<file path="config.mk">
export PLATFORM = sky130hd
export DESIGN_NAME = cpu_ctrl_seq
export DESIGN_NICKNAME = d
export VERILOG_FILES = /design/src/rtl/cpu_pkg.sv /design/src/rtl/reg_file4x8.sv /design/src/rtl/cpu_ctrl_seq.sv
export SDC_FILE = /design/constraint.sdc
export NUM_CORES = 1
export LEC_CHECK = 0
export BUFFER_PORTS_ARGS = -buffer_cell sky130_fd_sc_hd__buf_2
export CAP_MARGIN = 20
export CORE_MARGIN = 2
export CORE_UTILIZATION = 54
export CTS_CLUSTER_SIZE = 28
export DETAILED_ROUTE_END_ITERATION = 8
export PLACE_DENSITY = 0.77
export SYNTH_ARGS = -nofsm -noshare
export SYNTH_HDL_FRONTEND = slang
export SYNTH_SLANG_ARGS = --single-unit
</file>
<file path="constraint.sdc">
create_clock -name clk -period 2.7 [get_ports clk]
set_input_delay 0.135 -clock clk [delete_from_list [all_inputs] [get_ports clk]]
set_output_delay 0.135 -clock clk [all_outputs]
set_load 0.02 [all_outputs]
</file>
<file path="src/rtl/cpu_pkg.sv">
// Shared definitions for the 8-bit CPU: opcodes, ALU codes, sequencer states and instruction layout.
// Used by the control sequencer, the ALU and testbenches.
package cpu_pkg;

  localparam int unsigned DATA_W   = 8;
  localparam int unsigned ADDR_W   = 8;
  localparam int unsigned NUM_REGS = 4;
  localparam int unsigned REG_AW   = 2;
  localparam int unsigned OPC_W    = 3;
  localparam int unsigned ALU_OP_W = 3;
  localparam int unsigned OFF_W    = 5;

  typedef enum logic [OPC_W-1:0] {
    OPC_ADD   = 3'b000,
    OPC_SUB   = 3'b001,
    OPC_AND   = 3'b010,
    OPC_LOAD  = 3'b011,
    OPC_STORE = 3'b100,
    OPC_BEQZ  = 3'b101,
    OPC_LDI   = 3'b110,
    OPC_HALT  = 3'b111
  } opcode_e;

  typedef enum logic [ALU_OP_W-1:0] {
    ALU_ADD    = 3'b000,
    ALU_SUB    = 3'b001,
    ALU_AND    = 3'b010,
    ALU_PASS_B = 3'b011
  } alu_op_e;

  typedef enum logic [2:0] {
    ST_FETCH  = 3'd0,
    ST_DECODE = 3'd1,
    ST_EXEC   = 3'd2,
    ST_MEM    = 3'd3,
    ST_IMM    = 3'd4,
    ST_HALT   = 3'd5
  } state_e;

  // Instruction byte layout: [7:5] opcode, [4:3] rd, [2:1] rs, [0] spare.
  typedef struct packed {
    opcode_e           opc;
    logic [REG_AW-1:0] rd;
    logic [REG_AW-1:0] rs;
    logic              spare;
  } instr_t;

  // BEQZ reuses [4:0] as a signed offset, sign-extended to address width.
  function automatic logic [ADDR_W-1:0] branch_off(input instr_t ins);
    logic [OFF_W-1:0] off;
    off = {ins.rd, ins.rs, ins.spare};
    return {{(ADDR_W-OFF_W){off[OFF_W-1]}}, off};
  endfunction

endpackage

</file>
<file path="src/rtl/reg_file4x8.sv">
// 4x8 register file: two asynchronous read ports, one synchronous write port, synchronous clear.
module reg_file4x8
  import cpu_pkg::*;
(
  input  logic              clk,
  input  logic              rst,
  input  logic [REG_AW-1:0] rd_addr,
  output logic [DATA_W-1:0] rd_data_c,
  input  logic [REG_AW-1:0] rs_addr,
  output logic [DATA_W-1:0] rs_data_c,
  input  logic              we,
  input  logic [REG_AW-1:0] waddr,
  input  logic [DATA_W-1:0] wdata
);

  logic [DATA_W-1:0] regs_q [NUM_REGS];

  always_ff @(posedge clk) begin
    if (rst) begin
      for (int i = 0; i < int'(NUM_REGS); i++) begin
        regs_q[i] <= '0;
      end
    end else if (we) begin
      regs_q[waddr] <= wdata;
    end
  end

  assign rd_data_c = regs_q[rd_addr];
  assign rs_data_c = regs_q[rs_addr];

endmodule

</file>
<file path="src/rtl/cpu_ctrl_seq.sv">
// Multi-cycle control sequencer: fetch/decode/execute FSM owning PC, IR, zero flag and the
// register file; drives the external ALU and the instruction/data memory handshakes.
module cpu_ctrl_seq
  import cpu_pkg::*;
(
  input  logic                clk,
  input  logic                rst,
  output logic                imem_req,
  output logic [ADDR_W-1:0]   imem_addr,
  input  logic [DATA_W-1:0]   imem_rdata,
  input  logic                imem_ack,
  output logic                dmem_req,
  output logic                dmem_we,
  output logic [ADDR_W-1:0]   dmem_addr,
  output logic [DATA_W-1:0]   dmem_wdata,
  input  logic [DATA_W-1:0]   dmem_rdata,
  input  logic                dmem_ack,
  output logic [DATA_W-1:0]   alu_a,
  output logic [DATA_W-1:0]   alu_b,
  output logic [ALU_OP_W-1:0] alu_op,
  input  logic [DATA_W-1:0]   alu_result,
  input  logic                alu_zero,
  output logic                halted
);

  state_e            state_q, state_d;
  logic [ADDR_W-1:0] pc_q, pc_d;
  instr_t            ir_q, ir_d;
  logic              z_q, z_d;

  logic              rf_we;
  logic [DATA_W-1:0] rf_rd_data;
  logic [DATA_W-1:0] rf_rs_data;
  alu_op_e           alu_op_c;
  logic [DATA_W-1:0] alu_b_c;

  reg_file4x8 u_rf (
    .clk       (clk),
    .rst       (rst),
    .rd_addr   (ir_q.rd),
    .rd_data_c (rf_rd_data),
    .rs_addr   (ir_q.rs),
    .rs_data_c (rf_rs_data),
    .we        (rf_we),
    .waddr     (ir_q.rd),
    .wdata     (alu_result)
  );

  always_ff @(posedge clk) begin
    if (rst) begin
      state_q <= ST_FETCH;
      pc_q    <= '0;
      ir_q    <= '0;
      z_q     <= 1'b0;
    end else begin
      state_q <= state_d;
      pc_q    <= pc_d;
      ir_q    <= ir_d;
      z_q     <= z_d;
    end
  end

  // Next state, architectural updates and ALU steering.
  always_comb begin
    state_d  = state_q;
    pc_d     = pc_q;
    ir_d     = ir_q;
    z_d      = z_q;
    rf_we    = 1'b0;
    alu_op_c = ALU_ADD;
    alu_b_c  = rf_rs_data;

    case (state_q)
      ST_FETCH: begin
        if (imem_ack) begin
          ir_d    = instr_t'(imem_rdata);
          pc_d    = pc_q + ADDR_W'(1);
          state_d = ST_DECODE;
        end
      end
      ST_DECODE: begin
        case (ir_q.opc)
          OPC_ADD, OPC_SUB, OPC_AND, OPC_BEQZ: state_d = ST_EXEC;
          OPC_LOAD, OPC_STORE:                 state_d = ST_MEM;
          OPC_LDI:                             state_d = ST_IMM;
          default:                             state_d = ST_HALT;
        endcase
      end
      ST_EXEC: begin
        state_d = ST_FETCH;
        case (ir_q.opc)
          OPC_SUB: alu_op_c = ALU_SUB;
          OPC_AND: alu_op_c = ALU_AND;
          default: alu_op_c = ALU_ADD;
        endcase
        if (ir_q.opc == OPC_BEQZ) begin
          if (z_q) pc_d = pc_q + branch_off(ir_q);
        end else begin
          rf_we = 1'b1;
          z_d   = alu_zero;
        end
      end
      ST_MEM: begin
        if (dmem_ack) begin
          if (ir_q.opc == OPC_LOAD) begin
            alu_op_c = ALU_PASS_B;
            alu_b_c  = dmem_rdata;
            rf_we    = 1'b1;
          end
          state_d = ST_FETCH;
        end
      end
      ST_IMM: begin
        if (imem_ack) begin
          alu_op_c = ALU_PASS_B;
          alu_b_c  = imem_rdata;
          rf_we    = 1'b1;
          pc_d     = pc_q + ADDR_W'(1);
          state_d  = ST_FETCH;
        end
      end
      default: state_d = ST_HALT;
    endcase
  end

  // Outputs decode from state and are held at zero throughout reset.
  assign imem_req   = !rst && ((state_q == ST_FETCH) || (state_q == ST_IMM));
  assign imem_addr  = rst ? '0 : pc_q;
  assign dmem_req   = !rst && (state_q == ST_MEM);
  assign dmem_we    = dmem_req && (ir_q.opc == OPC_STORE);
  assign dmem_addr  = rst ? '0 : rf_rs_data;
  assign dmem_wdata = rst ? '0 : rf_rd_data;
  assign alu_a      = rst ? '0 : rf_rd_data;
  assign alu_b      = rst ? '0 : alu_b_c;
  assign alu_op     = rst ? '0 : alu_op_c;
  assign halted     = !rst && (state_q == ST_HALT);

endmodule

</file>
==> qor.yml, run 1 <==
clock_tree:
  clk-insertion-delay-late_ns: 0.31
  cts_buffers: 5
  hold_buffers: 0
  path_clk_slew_ns: 0.10
  postCtsSetupBuffers: 0
  cts_tree: "done"
  clk_path_buf_depth: 2
  cts.root.buffer_cell: "clkbuf_8"
  clock-sinks: 56
  htree_levels: 2
  post_cts_resized: 0
synth:
  netlist_top_cells_count: "and2_1 (32), edfxtp_1 (32), nand2_1 (31)"
  synth.area.top_cells: "edfxtp_1 (29%), dfxtp_1 (14%), mux4_2 (11%)"
  synth_nets: 357
  ys_warn_count: 0
  synth_seq_cells: 56
  synthFlopType: "edfxtp_1"
  avgSynthCellArea_um2: 10.4
  synth_top_area_cell: "edfxtp_1"
  synth_edf_count: 32
  synthCells: 320
  ys_seq_area_share_pct: 43.1
  postSynth.asyncResetShare_pct: 0
  synth_top_area_share_pct: 28.8
  synth_cell_types: 52
  netlist_area_um2: 3340
setup_path:
  startpoint_type: "flip-flop"
  worst-path-max-fanout: 6
  arrival_ns: 2.68
  end_kind: "flip-flop"
  worstPathCellList: "nor2b_1 -> ha_1 -> a21o_1 -> a31o_2 -> o21ai_0 -> or3b_1 -> mux2_2"
  crit_buf_inv: 0
  cp_top_family: "simple AND/OR/NAND/NOR gates"
  crit_type: "flip-flop to flip-flop"
  crit_slowest_cell: "dfxtp_1"
  required_ns: 2.91
  slowest_delay_ns: 0.46
route:
  drtIter0Drc: 168
  detail_route.wl_per_cell_um: 17.0
  vias: 2626
  wirelength_mm: 7.82
  drc: 0
  firstDrtPassIters: 4
  avgViaCountPerCell: 5.71
  antenna_left: 0
power_and_ir_drop:
  p_per_area_nw_per_um2: 472
  ir_worst_vdd_v: 0.000345
  leakage_nw: 1.62
die:
  fp.dieH_um: 82.7
  initial_utilization_pct: 56.1
  rows: 28
  core_um2: 5960
  fp.dieArea_um2: 6830
  die_x_um: 82.7
  io_pins: 76
layout:
  nNetsFinal: 421
  fin_util_pct: 64.0
  final_cells: 460
  drive_gt1_share_pct: 30.1
  diodes: 0
  syn_to_final_growth_pct: 14.1
timing:
  maxSlewHeadroom_pct: 47.6
  final_hold_viol_count: 0
  slew_violations: 0
  period_share_pct: 91.6
  fin_setup_tns_ns: 0
  finalWorstPathRequiredPeriod_ns: 2.47
  setup_violations: 0
  tightest_slew_ns: 0.783
  fmax_mhz: 404
  fin_skew_ns: 0.0110
  rsz0062_at_grt: "no"
placed_design:
  dp.cells: 452
  place_congestion: 0.888
  hpwlAfterDp_mm: 5.92
  portBuffers: 74
run_status:
  status: "finished clean"
grt:
  overflow: 0
  grt_max_degree: 52
  antenna_found_initial: 0
  grt_pass1_wl_mm: 12.0
  groute.usage.overall_pct: 24.0
  grt_pass1_vias: 2447
hold_path:
  hp-class: "input pin to flip-flop"
run:
  cap_viol_max_count: 0
## worst paths after layout
| path | depth (start not counted) | slack (ns) | from | to |
|---|---|---|---|---|
| hold reg to reg | 2 | 0.47 | ir_q[0] | ir_q[0] |
| setup reg to reg | 7 | 0.23 | ir_q[4] | pc_q[7] |
| hold / removal | 2 | 0.07 | dmem_ack | state_q[1] |
| setup / recovery | 7 | 0.23 | ir_q[4] | pc_q[7] |
## flip-flops by register name (all words and copies together) (netlist names), named ones only
signal / count
u_rf.regs_q: 32
ir_q: 8
state_q: 3
z_q: 1
pc_q: 8
## stage by stage
step           setup WS [ns]  total power, mW  hold WS [ns]  cell area [um2]
6_report               0.227             1.80        0.0707             3810
3_3_place_gp           0.311             1.34         0.378             3720
2_1_floorplan          0.394             1.24         0.249             3340
3_5_place_dp           0.242             1.35         0.397             3720
5_1_grt               0.0918             1.87        0.0812             3810
4_1_cts                0.226             1.80        0.0666             3810
## per-layer routing
layer,global-route usage (%),up-vias,wire length [um]
met5,0,-,0
met4,5.08,0,55
met3,3.91,4,277
met2,42.8,69,4090
met1,30.7,1290,3400
li1,-,1263,-
## cell type report
class	count	area [um2]
Sequential cell	56	1440
Inverter	3	11.3
Timing Repair Buffer	85	453
Fill cell	482	2140
Tap cell	75	93.8
Clock inverter	2	16.3
Multi-Input combinational cell	233	1720
Clock buffer	6	72.6
## cells in the final DEF (no fill, tap or decap), drive strengths merged, types with 2 or more instances in the layout
| master | synthesis | layout |
|---|---|---|
| nor3 | 10 | 10 |
| nor2 | 15 | 15 |
| nand3 | 2 | 2 |
| a22oi | 8 | 8 |
| a211oi | 2 | 2 |
| buf | 17 | 85 |
| nor2b | 29 | 29 |
| and3b | 4 | 4 |
| o21ai | 12 | 12 |
| a21o | 4 | 4 |
| or2 | 4 | 4 |
| nand2b | 6 | 6 |
| and3 | 2 | 2 |
| and2 | 32 | 32 |
| a31o | 2 | 2 |
| mux2i | 3 | 3 |
| mux4 | 16 | 16 |
| clkbuf | 11 | 6 |
| o21a | 2 | 2 |
| inv | 3 | 3 |
| dfxtp | 24 | 24 |
| nor3b | 2 | 2 |
| xor2 | 2 | 2 |
| a21oi | 16 | 16 |
| edfxtp | 32 | 32 |
| or3b | 3 | 3 |
| ha | 7 | 7 |
| nand3b | 2 | 2 |
| a31oi | 2 | 2 |
| nand2 | 31 | 31 |
## power breakdown
| part | switching [mW] | internal (mW) |
|---|---|---|
| Combinational | 0.198 | 0.150 |
| Sequential | 0.0453 | 0.940 |
| Clock | 0.279 | 0.185 |
| Total | 0.523 | 1.28 |
## cells by family after synthesis
family | count (synthesis) | share of synthesized area [%]
AOI/OAI and AO/OA | 54 | 10.4
xor gates and xnor gates | 2 | 0.524
adders and majority gates | 8 | 3.22
buffers and inverters | 31 | 5.24
DFF | 56 | 43.1
muxes | 20 | 12.0
other | 1 | 0.112
and+or+nand+nor | 148 | 25.3
Power figures use the tool's default switching activity.
==> run 2, diff against run 1 <==
MAX_ROUTING_LAYER = met4   (was default)
RECOVER_POWER = 100   (was default)
==> run 2 against run 1 <==
  * Count of clock-buffer cells in the layout unchanged
  * Critical path type unchanged
  * Maximum frequency increased by 1.3%
  * First-iteration DRC count decreased by 9.5%
  * Largest cell class unchanged
  * Critical endpoint unchanged
==> qor.yml, run 2 (synthesis results as in run 1) <==
run_status:
  status: "finished clean"
timing:
  fmax_mhz: 410
  final_hold_viol_count: 0
  fin_skew_ns: 0.0129
  period_share_pct: 90.4
  finalWorstPathRequiredPeriod_ns: 2.44
  tightest_slew_ns: 0.775
  fin_setup_tns_ns: 0
  rsz0062_at_grt: "no"
  slew_violations: 0
  setup_violations: 0
  maxSlewHeadroom_pct: 48.1
grt:
  overflow: 0
  antenna_found_initial: 0
  grt_pass1_vias: 2445
  grt_max_degree: 52
  grt_pass1_wl_mm: 12.0
  groute.usage.overall_pct: 24.6
setup_path:
  required_ns: 2.91
  worst-path-max-fanout: 5
  crit_type: "flip-flop to flip-flop"
  startpoint_type: "flip-flop"
  ff2ff_setup_slack_ns: 0.26
  worstPathCellList: "nor2_1 -> nor2b_1 -> ha_1 -> a21o_1 -> a31o_2 -> o21ai_0 -> or3b_1 -> mux2_2"
  rr_worst_depth: 8
  worstReg2RegEnd: "pc_q[7]"
  arrival_ns: 2.65
  slowest_delay_ns: 0.37
  end_kind: "flip-flop"
  reg2reg_from: "state_q[1]"
  crit_slowest_cell: "ha_1"
clock_tree:
  clk-insertion-delay-late_ns: 0.31
  clk_path_buf_depth: 2
  cts_buffers: 5
  path_clk_slew_ns: 0.10
  postCtsSetupBuffers: 0
  hold_buffers: 0
  post_cts_resized: 0
  cts_tree: "done"
  cts.root.buffer_cell: "clkbuf_8"
  clock-sinks: 56
  htree_levels: 2
layout:
  regMostFlops: "u_rf.regs_q"
  drive_gt1_share_pct: 16.4
  final_common_cell: "clkbuf_1"
  final_cells: 460
  n_fill_cell: 520
  syn_to_final_growth_pct: 11.4
  fin_area_um2: 3720
  diodes: 0
  fin_util_pct: 62.5
  reg_top3: "u_rf.regs_q x32, ir_q x8, pc_q x8"
  final_cell_mix: "clkbuf_1 (52), edfxtp_1 (32), nand2_1 (31)"
  largest_reg_flops: 32
  nNetsFinal: 421
placed_design:
  place_congestion: 0.903
  portBuffers: 74
  hpwlAfterDp_mm: 5.92
  dp.cells: 452
  dpl_cell_area_um2: 3720
route:
  drtIter0Drc: 152
  dr_wl_met2_mm: 4.14
  detail_route.wl_per_cell_um: 17.1
  routedLengthMet1_mm: 3.26
  avgViaCountPerCell: 5.75
  drc: 0
  antenna_left: 0
  top_layer: "met4"
  firstDrtPassIters: 4
  dr_wl_met3_um: 394
  wirelength_mm: 7.87
  vias: 2643
die:
  io_pins: 76
  initial_utilization_pct: 56.1
  die_x_um: 82.7
  fp.dieH_um: 82.7
  fp.dieArea_um2: 6830
  rows: 28
  core_um2: 5960
power_and_ir_drop:
  leakage_nw: 1.39
  ir_worst_vdd_v: 0.000343
  total_power_mw: 1.78
  p_per_area_nw_per_um2: 479
hold_path:
  worstHoldPathCells: 2
  hp-class: "input pin to flip-flop"
  hold_path_end: "state_q[1]"
  min_from: "dmem_ack"
run:
  cap_viol_max_count: 0
==> run 2: worst max path at each step <==
stage          slack, ns        from  endpoint  cells after the start
2_1_floorplan       0.39  state_q[0]   pc_q[7]                      8
3_3_place_gp        0.31     ir_q[4]   pc_q[7]                      7
3_5_place_dp        0.24     ir_q[4]   pc_q[7]                      7
4_1_cts             0.23     ir_q[4]   pc_q[7]                      7
5_1_grt             0.12  state_q[2]  alu_b[6]                      6
6_report            0.26  state_q[1]   pc_q[7]                      8
==> run 2: per-stage QoR <==
stage / setup WS (ns) / hold slack (ns)
after detailed placement: 0.242 / 0.397
after floorplan: 0.394 / 0.249
after global routing: 0.118 / 0.0812
after global placement: 0.311 / 0.378
final: 0.258 / 0.0718
after CTS: 0.226 / 0.0666
==> run 2: area by class of cell <==
cell class                      instances  area [um2]  share of cell area (%)
Timing Repair Buffer                   85         377                    10.1
Clock inverter                          2        16.3                   0.437
Multi-Input combinational cell        233        1710                    45.9
Clock buffer                            6        72.6                    1.95
Sequential cell                        56        1440                    38.7
Inverter                                3        11.3                   0.303
Tap cell                               75        93.8                    2.52
==> run 2: routing by layer <==
metal	GRT usage, %	up-vias
li1	-	1262
met1	30.7	1298
met2	42.8	76
met3	3.91	7
met4	5.08	0
met5	-	-
==> run 2: power breakdown <==
group / internal (mW) / switching [mW] / leakage [nW]
sequential: 0.940 / 0.0440 / 0.526
clock: 0.185 / 0.276 / 0.0414
combinational: 0.137 / 0.199 / 0.823
total: 1.26 / 0.519 / 1.39
==> run 2: worst max-delay path, delay by kind of cell, from the launching register on <==
| kind | cells | cell delay (ns) |
|---|---|---|
| AOI/OAI and AO/OA | 3 | 0.57 |
| muxes | 1 | 0.27 |
| and+or+nand+nor | 3 | 0.81 |
| adders and majority gates | 1 | 0.37 |
| DFF | 1 | 0.32 |
